## config.mk

```make
export PLATFORM = sky130hd
export DESIGN_NAME = ps2_scan_decoder_flat
export DESIGN_NICKNAME = d
export VERILOG_FILES = /design/src/rtl/ps2_scan_decoder_if.sv /design/src/rtl/ps2_scan_decoder.sv /design/src/flat_wrapper.sv
export SDC_FILE = /design/constraint.sdc
export NUM_CORES = 1
export LEC_CHECK = 0
export CORE_ASPECT_RATIO = 1.1
export CORE_UTILIZATION = 52
export DETAILED_ROUTE_END_ITERATION = 8
export GPL_ROUTABILITY_DRIVEN = 0
export PLACE_DENSITY = 0.83
export SETUP_SLACK_MARGIN = 0.4
export SYNTH_ARGS = -nofsm -noshare
export SYNTH_HDL_FRONTEND = slang
export SYNTH_SLANG_ARGS = --single-unit
export TNS_END_PERCENT = 30
```

## constraint.sdc

```tcl
create_clock -name clock -period 1.9 [get_ports clock]
set_clock_uncertainty 0.05 [all_clocks]
set_input_delay 0.38 -clock clock [delete_from_list [all_inputs] [get_ports clock]]
set_output_delay 0.38 -clock clock [all_outputs]
set_load 0.1 [all_outputs]
```

## src/rtl/ps2_scan_decoder_if.sv

```systemverilog
// ps2_scan_decoder_if: resolved key event bus from the PS/2 decoder to the key-to-note converter
interface ps2_scan_decoder_if;
  logic [7:0] keyboard_code;
  logic makeBreak;
  logic extended;
  logic code_valid;
  logic frame_err;
  modport master(output keyboard_code, makeBreak, extended, code_valid, frame_err);
  modport slave(input keyboard_code, makeBreak, extended, code_valid, frame_err);
endinterface

```

## src/rtl/ps2_scan_decoder.sv

```systemverilog
// ps2_scan_decoder: PS/2 frame deserializer with F0/E0 prefix resolution into single key events
module ps2_scan_decoder #(
  parameter int FILTER_LEN = 8,
  parameter int TIMEOUT_CYCLES = 50000
) (
  input logic clock,
  input logic reset,
  input logic ps2_clk,
  input logic ps2_dat,
  ps2_scan_decoder_if.master bus
);
  localparam int FW = $clog2(FILTER_LEN);
  localparam int TW = $clog2(TIMEOUT_CYCLES + 1);
  localparam logic [1:0] IDLE = 2'd0, DATA = 2'd1, PARITY = 2'd2, STOP = 2'd3;
  logic c1, c2, d1, d2, filt, filt_q, fe, par, bp, ep, ok;
  logic [FW-1:0] fcnt;
  logic [TW-1:0] tcnt;
  logic [1:0] state;
  logic [7:0] sh;
  logic [2:0] bcnt;
  assign fe = filt_q & ~filt;
  assign ok = d2 & (^{sh, par});
  always_ff @(posedge clock) begin
    if (reset) begin
      {c1, c2, d1, d2, filt, filt_q} <= '1;
      fcnt <= '0;
    end else begin
      c1 <= ps2_clk;
      c2 <= c1;
      d1 <= ps2_dat;
      d2 <= d1;
      filt_q <= filt;
      if (c2 == filt) fcnt <= '0;
      else if (fcnt == FW'(FILTER_LEN - 1)) begin
        filt <= c2;
        fcnt <= '0;
      end else fcnt <= fcnt + 1'b1;
    end
  end
  always_ff @(posedge clock) begin
    if (reset) begin
      state <= IDLE;
      sh <= '0;
      bcnt <= '0;
      par <= 1'b0;
      tcnt <= '0;
      bp <= 1'b0;
      ep <= 1'b0;
      bus.keyboard_code <= 8'h00;
      bus.makeBreak <= 1'b0;
      bus.extended <= 1'b0;
      bus.code_valid <= 1'b0;
      bus.frame_err <= 1'b0;
    end else begin
      bus.code_valid <= 1'b0;
      bus.frame_err <= 1'b0;
      if (state != IDLE && tcnt == TW'(TIMEOUT_CYCLES)) begin
        state <= IDLE;
        tcnt <= '0;
        bus.frame_err <= 1'b1;
        bp <= 1'b0;
        ep <= 1'b0;
      end else begin
        tcnt <= (state == IDLE || fe) ? '0 : tcnt + 1'b1;
        if (fe) begin
          case (state)
            IDLE: begin
              state <= d2 ? IDLE : DATA;
              bcnt <= '0;
            end
            DATA: begin
              sh <= {d2, sh[7:1]};
              bcnt <= bcnt + 1'b1;
              state <= (bcnt == 3'd7) ? PARITY : DATA;
            end
            PARITY: begin
              par <= d2;
              state <= STOP;
            end
            default: begin
              state <= IDLE;
              // prefixes only arm flags; any other byte emits the event and consumes them
              if (!ok) begin
                bus.frame_err <= 1'b1;
                bp <= 1'b0;
                ep <= 1'b0;
              end else if (sh == 8'hF0) bp <= 1'b1;
              else if (sh == 8'hE0) ep <= 1'b1;
              else begin
                bus.keyboard_code <= sh;
                bus.makeBreak <= ~bp;
                bus.extended <= ep;
                bus.code_valid <= 1'b1;
                bp <= 1'b0;
                ep <= 1'b0;
              end
            end
          endcase
        end
      end
    end
  end
endmodule

```

## src/flat_wrapper.sv

```systemverilog
// flat-port wrapper written by rule: the top's interface ports become plain ports
module ps2_scan_decoder_flat 
#(
  parameter int FILTER_LEN = 8,
  parameter int TIMEOUT_CYCLES = 50000
)
  (clock, reset, ps2_clk, ps2_dat, bus_keyboard_code, bus_makeBreak, bus_extended, bus_code_valid, bus_frame_err);
  ps2_scan_decoder_if bus_i ();
  input logic clock;
  input logic reset;
  input logic ps2_clk;
  input logic ps2_dat;
  output wire logic [$bits(bus_i.keyboard_code)-1:0] bus_keyboard_code;
  output wire logic [$bits(bus_i.makeBreak)-1:0] bus_makeBreak;
  output wire logic [$bits(bus_i.extended)-1:0] bus_extended;
  output wire logic [$bits(bus_i.code_valid)-1:0] bus_code_valid;
  output wire logic [$bits(bus_i.frame_err)-1:0] bus_frame_err;
  assign bus_keyboard_code = bus_i.keyboard_code;
  assign bus_makeBreak = bus_i.makeBreak;
  assign bus_extended = bus_i.extended;
  assign bus_code_valid = bus_i.code_valid;
  assign bus_frame_err = bus_i.frame_err;
  ps2_scan_decoder #(.FILTER_LEN(FILTER_LEN), .TIMEOUT_CYCLES(TIMEOUT_CYCLES)) u_core (.clock(clock), .reset(reset), .ps2_clk(ps2_clk), .ps2_dat(ps2_dat), .bus(bus_i));
endmodule
```

==> flow_summary.json <==
{
  "ys_seq_area_share_pct": 44.5,
  "finalInstanceArea_um2": 2930,
  "place.port_buffers": 15,
  "power_report.internal_total_uw": 1390,
  "synth_nets": 259,
  "die_x_um": 66.5,
  "diodes": 0,
  "core_area_um2": 4350,
  "maxSlewHeadroom_pct": 79.0,
  "run_status": "finished with violations",
  "sequentialPowerShare_pct": 63.4,
  "critical_path_required_ns": 2.05,
  "post-synth-top-area-cell": "dfxtp_1",
  "power.total_uw": 1760,
  "drt-initial-drc-count": 54,
  "drtAntennaViolNets": 0,
  "synth.cells.most_frequent": "dfxtp_1, nor2_1, mux2i_1, nand2b_1, a21oi_1",
  "hpwl_um": 3000,
  "dominantRegCellSynth": "dfxtp_1",
  "syn_to_final_growth_pct": 23.1,
  "switching_fraction_pct": 20.9,
  "count_of_flip_flops_with_a_built_in_enable_after_synthesis": 0,
  "yosys-top-cells-area": "dfxtp_1, mux2i_1, nand2b_1",
  "static-leakage-power_uw": 0.00113,
  "synthesis.instances": 249,
  "cts_sinks": 53,
  "post_cts_setup_bufs": 0,
  "rows": 25,
  "synth.most_common_cell": "dfxtp_1",
  "overflow": 0,
  "drt-pass1-iter-count": 4,
  "cpMaxStageDelayCell": "or4b_4",
  "postSynthRegisterBits": 53,
  "synth_cell_types": 43,
  "cts_root_buf": "clkbuf_8",
  "drt_wl_total_um": 4140,
  "syn_area_per_cell_um2": 9.57,
  "critical_path_peak_fanout": 8,
  "initial_utilization_pct": 54.8,
  "timing_worst_setup_path_type": "flop to flop",
  "cp.arrival_ns": 2.06,
  "final_util_pct": 67.4,
  "layout_setup_ws_ns": -0.0118,
  "min-delay-path-class": "flop to flop",
  "grt_setup_unrepaired": "true",
  "cts-htree-levels": 2,
  "critical_path.max_stage_delay_ns": 0.56,
  "die_height_um": 73.0,
  "startpoint_type": "flop",
  "syn_area_um2": 2380,
  "area.sequential_um2": 1070,
  "cts-root-to-sink-buffers": 2,
  "combPwrFrac_pct": 1.9,
  "fmax_mhz": 523,
  "post_drt_via_cell_ratio": 5.34,
  "setup.worst_path.end": "u_core.sh[0]$_SDFFE_PP0P_",
  "multi_input_comb_area_um2": 1240,
  "timing.max_cap.violations": 0,
  "cts.reportedPaths.clkPinSlew_ns": 0.09,
  "yosys.area.top_type_share_pct": 44.5,
  "r2r_start": "u_core.tcnt[13]$_SDFF_PP0_",
  "placed_area_um2": 2830,
  "worst_pin_slew_ns": 0.306,
  "clock_latency_ns": 0.30,
  "grt_antenna_before_repair": 0,
  "timing.reg2reg.setup_slack_ns": -0.01,
  "vias": 1804,
  "finalCritPeriodShare_pct": 101,
  "groute.usage.overall_pct": 19.1,
  "smallest_hold_slack_ns": 0.370,
  "clock_power_share_pct": 34.7,
  "timing.hold.worst_path_depth": 1,
  "vias_in_the_first_global_route": 1673,
  "layout.filler_cells": 328,
  "timing.critical_path.cells": "or4b_4 > nor4_4 > or3_4 > buf_12 > mux2i_1 > nor2_1",
  "finalNetCount": 293,
  "route.detailed.drc": 0,
  "r2r_end": "u_core.sh[0]$_SDFFE_PP0P_",
  "die_area_um2": 4860,
  "cts_tree": "done",
  "timing.final.setup_violations": 2,
  "grt_pass1_wl_um": 7070,
  "period_needed_ns": 1.91,
  "post_synthesis_async_set_or_reset_flop_share_pct": 0,
  "setup_total_negative_slack_ns": -0.0231,
  "critPathCaptureType": "flop",
  "cts-buffers-inserted": 5,
  "timing_hold_violations_final": 0,
  "crit_start": "u_core.tcnt[13]$_SDFF_PP0_",
  "vdd_ir_drop_max_v": 0.000370,
  "number_of_max_slew_violations_in_the_final_report": 0,
  "yosysWarnings": 0,
  "post_route_cells_drive_above_1_share_pct": 22.5,
  "largest_net_degree_at_the_start_of_global_routing": 27,
  "reg2regPathDepth": 6,
  "hold_buffers": 0,
  "psw_uw": 368,
  "routedWlPerCell_um": 12.2,
  "violations_in_the_final_reports": "setup timing",
  "io_pins": 16,
  "powerDensity_nw_per_um2": 601
}
## logic make-up (layout without fill, tap and decap cells)
family / after synthesis / in the layout / share of synthesized area (%)
compound gates: 23 / 23 / 5.62
xor+xnor: 16 / 16 / 7.04
fa+ha+maj: 6 / 6 / 3.15
buf+inv: 19 / 54 / 4.25
flops: 53 / 53 / 44.5
mux: 20 / 20 / 8.61
simple gates: 112 / 112 / 26.8
## sequential cells by signal, indices dropped and copies added, names as in the netlist
name                      count
u_core.bcnt                   3
u_core.bp                     1
u_core.bus.code_valid         1
u_core.bus.extended           1
u_core.bus.frame_err          1
u_core.bus.keyboard_code      8
u_core.bus.makeBreak          1
u_core.c1                     1
u_core.c2                     1
u_core.d1                     1
u_core.d2                     1
u_core.ep                     1
u_core.fcnt                   3
u_core.filt                   1
u_core.filt_q                 1
u_core.par                    1
u_core.sh                     8
u_core.state                  2
u_core.tcnt                  16
## metrics by stage
step	worst slack [ns]	std cells
after floorplan	-0.0995	249
after global placement	0.0254	330
after detailed placement	-0.0464	330
after CTS	-0.0335	338
after global routing	-0.123	338
final	-0.0118	338
## cell usage in the layout (no fill, tap or decap), types with 3 or more instances in the layout
cell type and n:
buf_12 12, mux2i_1 19, nor3_1 6, and2_1 4, clkdlybuf4s50_1 3, nand4_1 5, clkbuf_8 5, buf_4 22
o21ai_0 6, xnor2_1 8, nand2b_1 19, dfxtp_1 48, nor2_1 31, or2_2 5, nor4_1 4, inv_1 8
or3_1 4, nor2b_1 3, nand3_1 6, dfxtp_2 5, ha_1 6, nand2_1 7, a21oi_1 10, xor2_1 6
## worst min-delay path by stage
| stage | slack [ns] | from | to |
|---|---|---|---|
| after detailed placement | 0.35 | u_core.c1$_SDFF_PP1_ | u_core.c2$_SDFF_PP1_ |
| after floorplan | 0.34 | u_core.c1$_SDFF_PP1_ | u_core.c2$_SDFF_PP1_ |
| final | 0.37 | u_core.d1$_SDFF_PP1_ | u_core.d2$_SDFF_PP1_ |
| after CTS | 0.37 | u_core.d1$_SDFF_PP1_ | u_core.d2$_SDFF_PP1_ |
| after global placement | 0.34 | u_core.c1$_SDFF_PP1_ | u_core.c2$_SDFF_PP1_ |
| after global routing | 0.39 | u_core.d1$_SDFF_PP1_ | u_core.d2$_SDFF_PP1_ |
## cell type report
type,instances,area share (%)
multi-input combinational,177,42.2
sequential,53,36.4
timing repair buffer,38,15.2
clock buffer,7,2.60
tap,54,2.30
inverter,8,1.02
clock inverter,1,0.256
## power groups by stage
stage | Combinational (uW) | Clock [uW] | Sequential [uW]
after floorplan | 24.3 | 0 | 1140
after global placement | 33.9 | 0 | 1140
after detailed placement | 34.3 | 0 | 1140
after CTS | 34.5 | 633 | 1120
after global routing | 37.6 | 674 | 1120
final | 34.1 | 611 | 1120
## per-layer routing
layer / global-route usage (%) / vias up / wire length [um]
met5: 0 / - / 0
met4: 7.57 / 0 / 61
met3: 4.69 / 5 / 99
met2: 33.3 / 21 / 2080
met1: 22.2 / 856 / 1900
li1: - / 922 / -
## repair_timing
item | 4_1_cts | 5_1_grt
gates resized for setup | 7 | 2
pin swaps | 5 | 1
endpoints found under the setup margin | 44 | 44
endpoints found under the hold margin | 0 | 0
## worst max-delay path: cells and delay by family, from the launching register on
family | cells | cell delay, ns
buffers and inverters | 1 | 0.12
multiplexers | 1 | 0.20
AND/OR/NAND/NOR | 4 | 1.14
flip-flops | 1 | 0.32
Note: power is estimated with default switching activity, not from simulation.
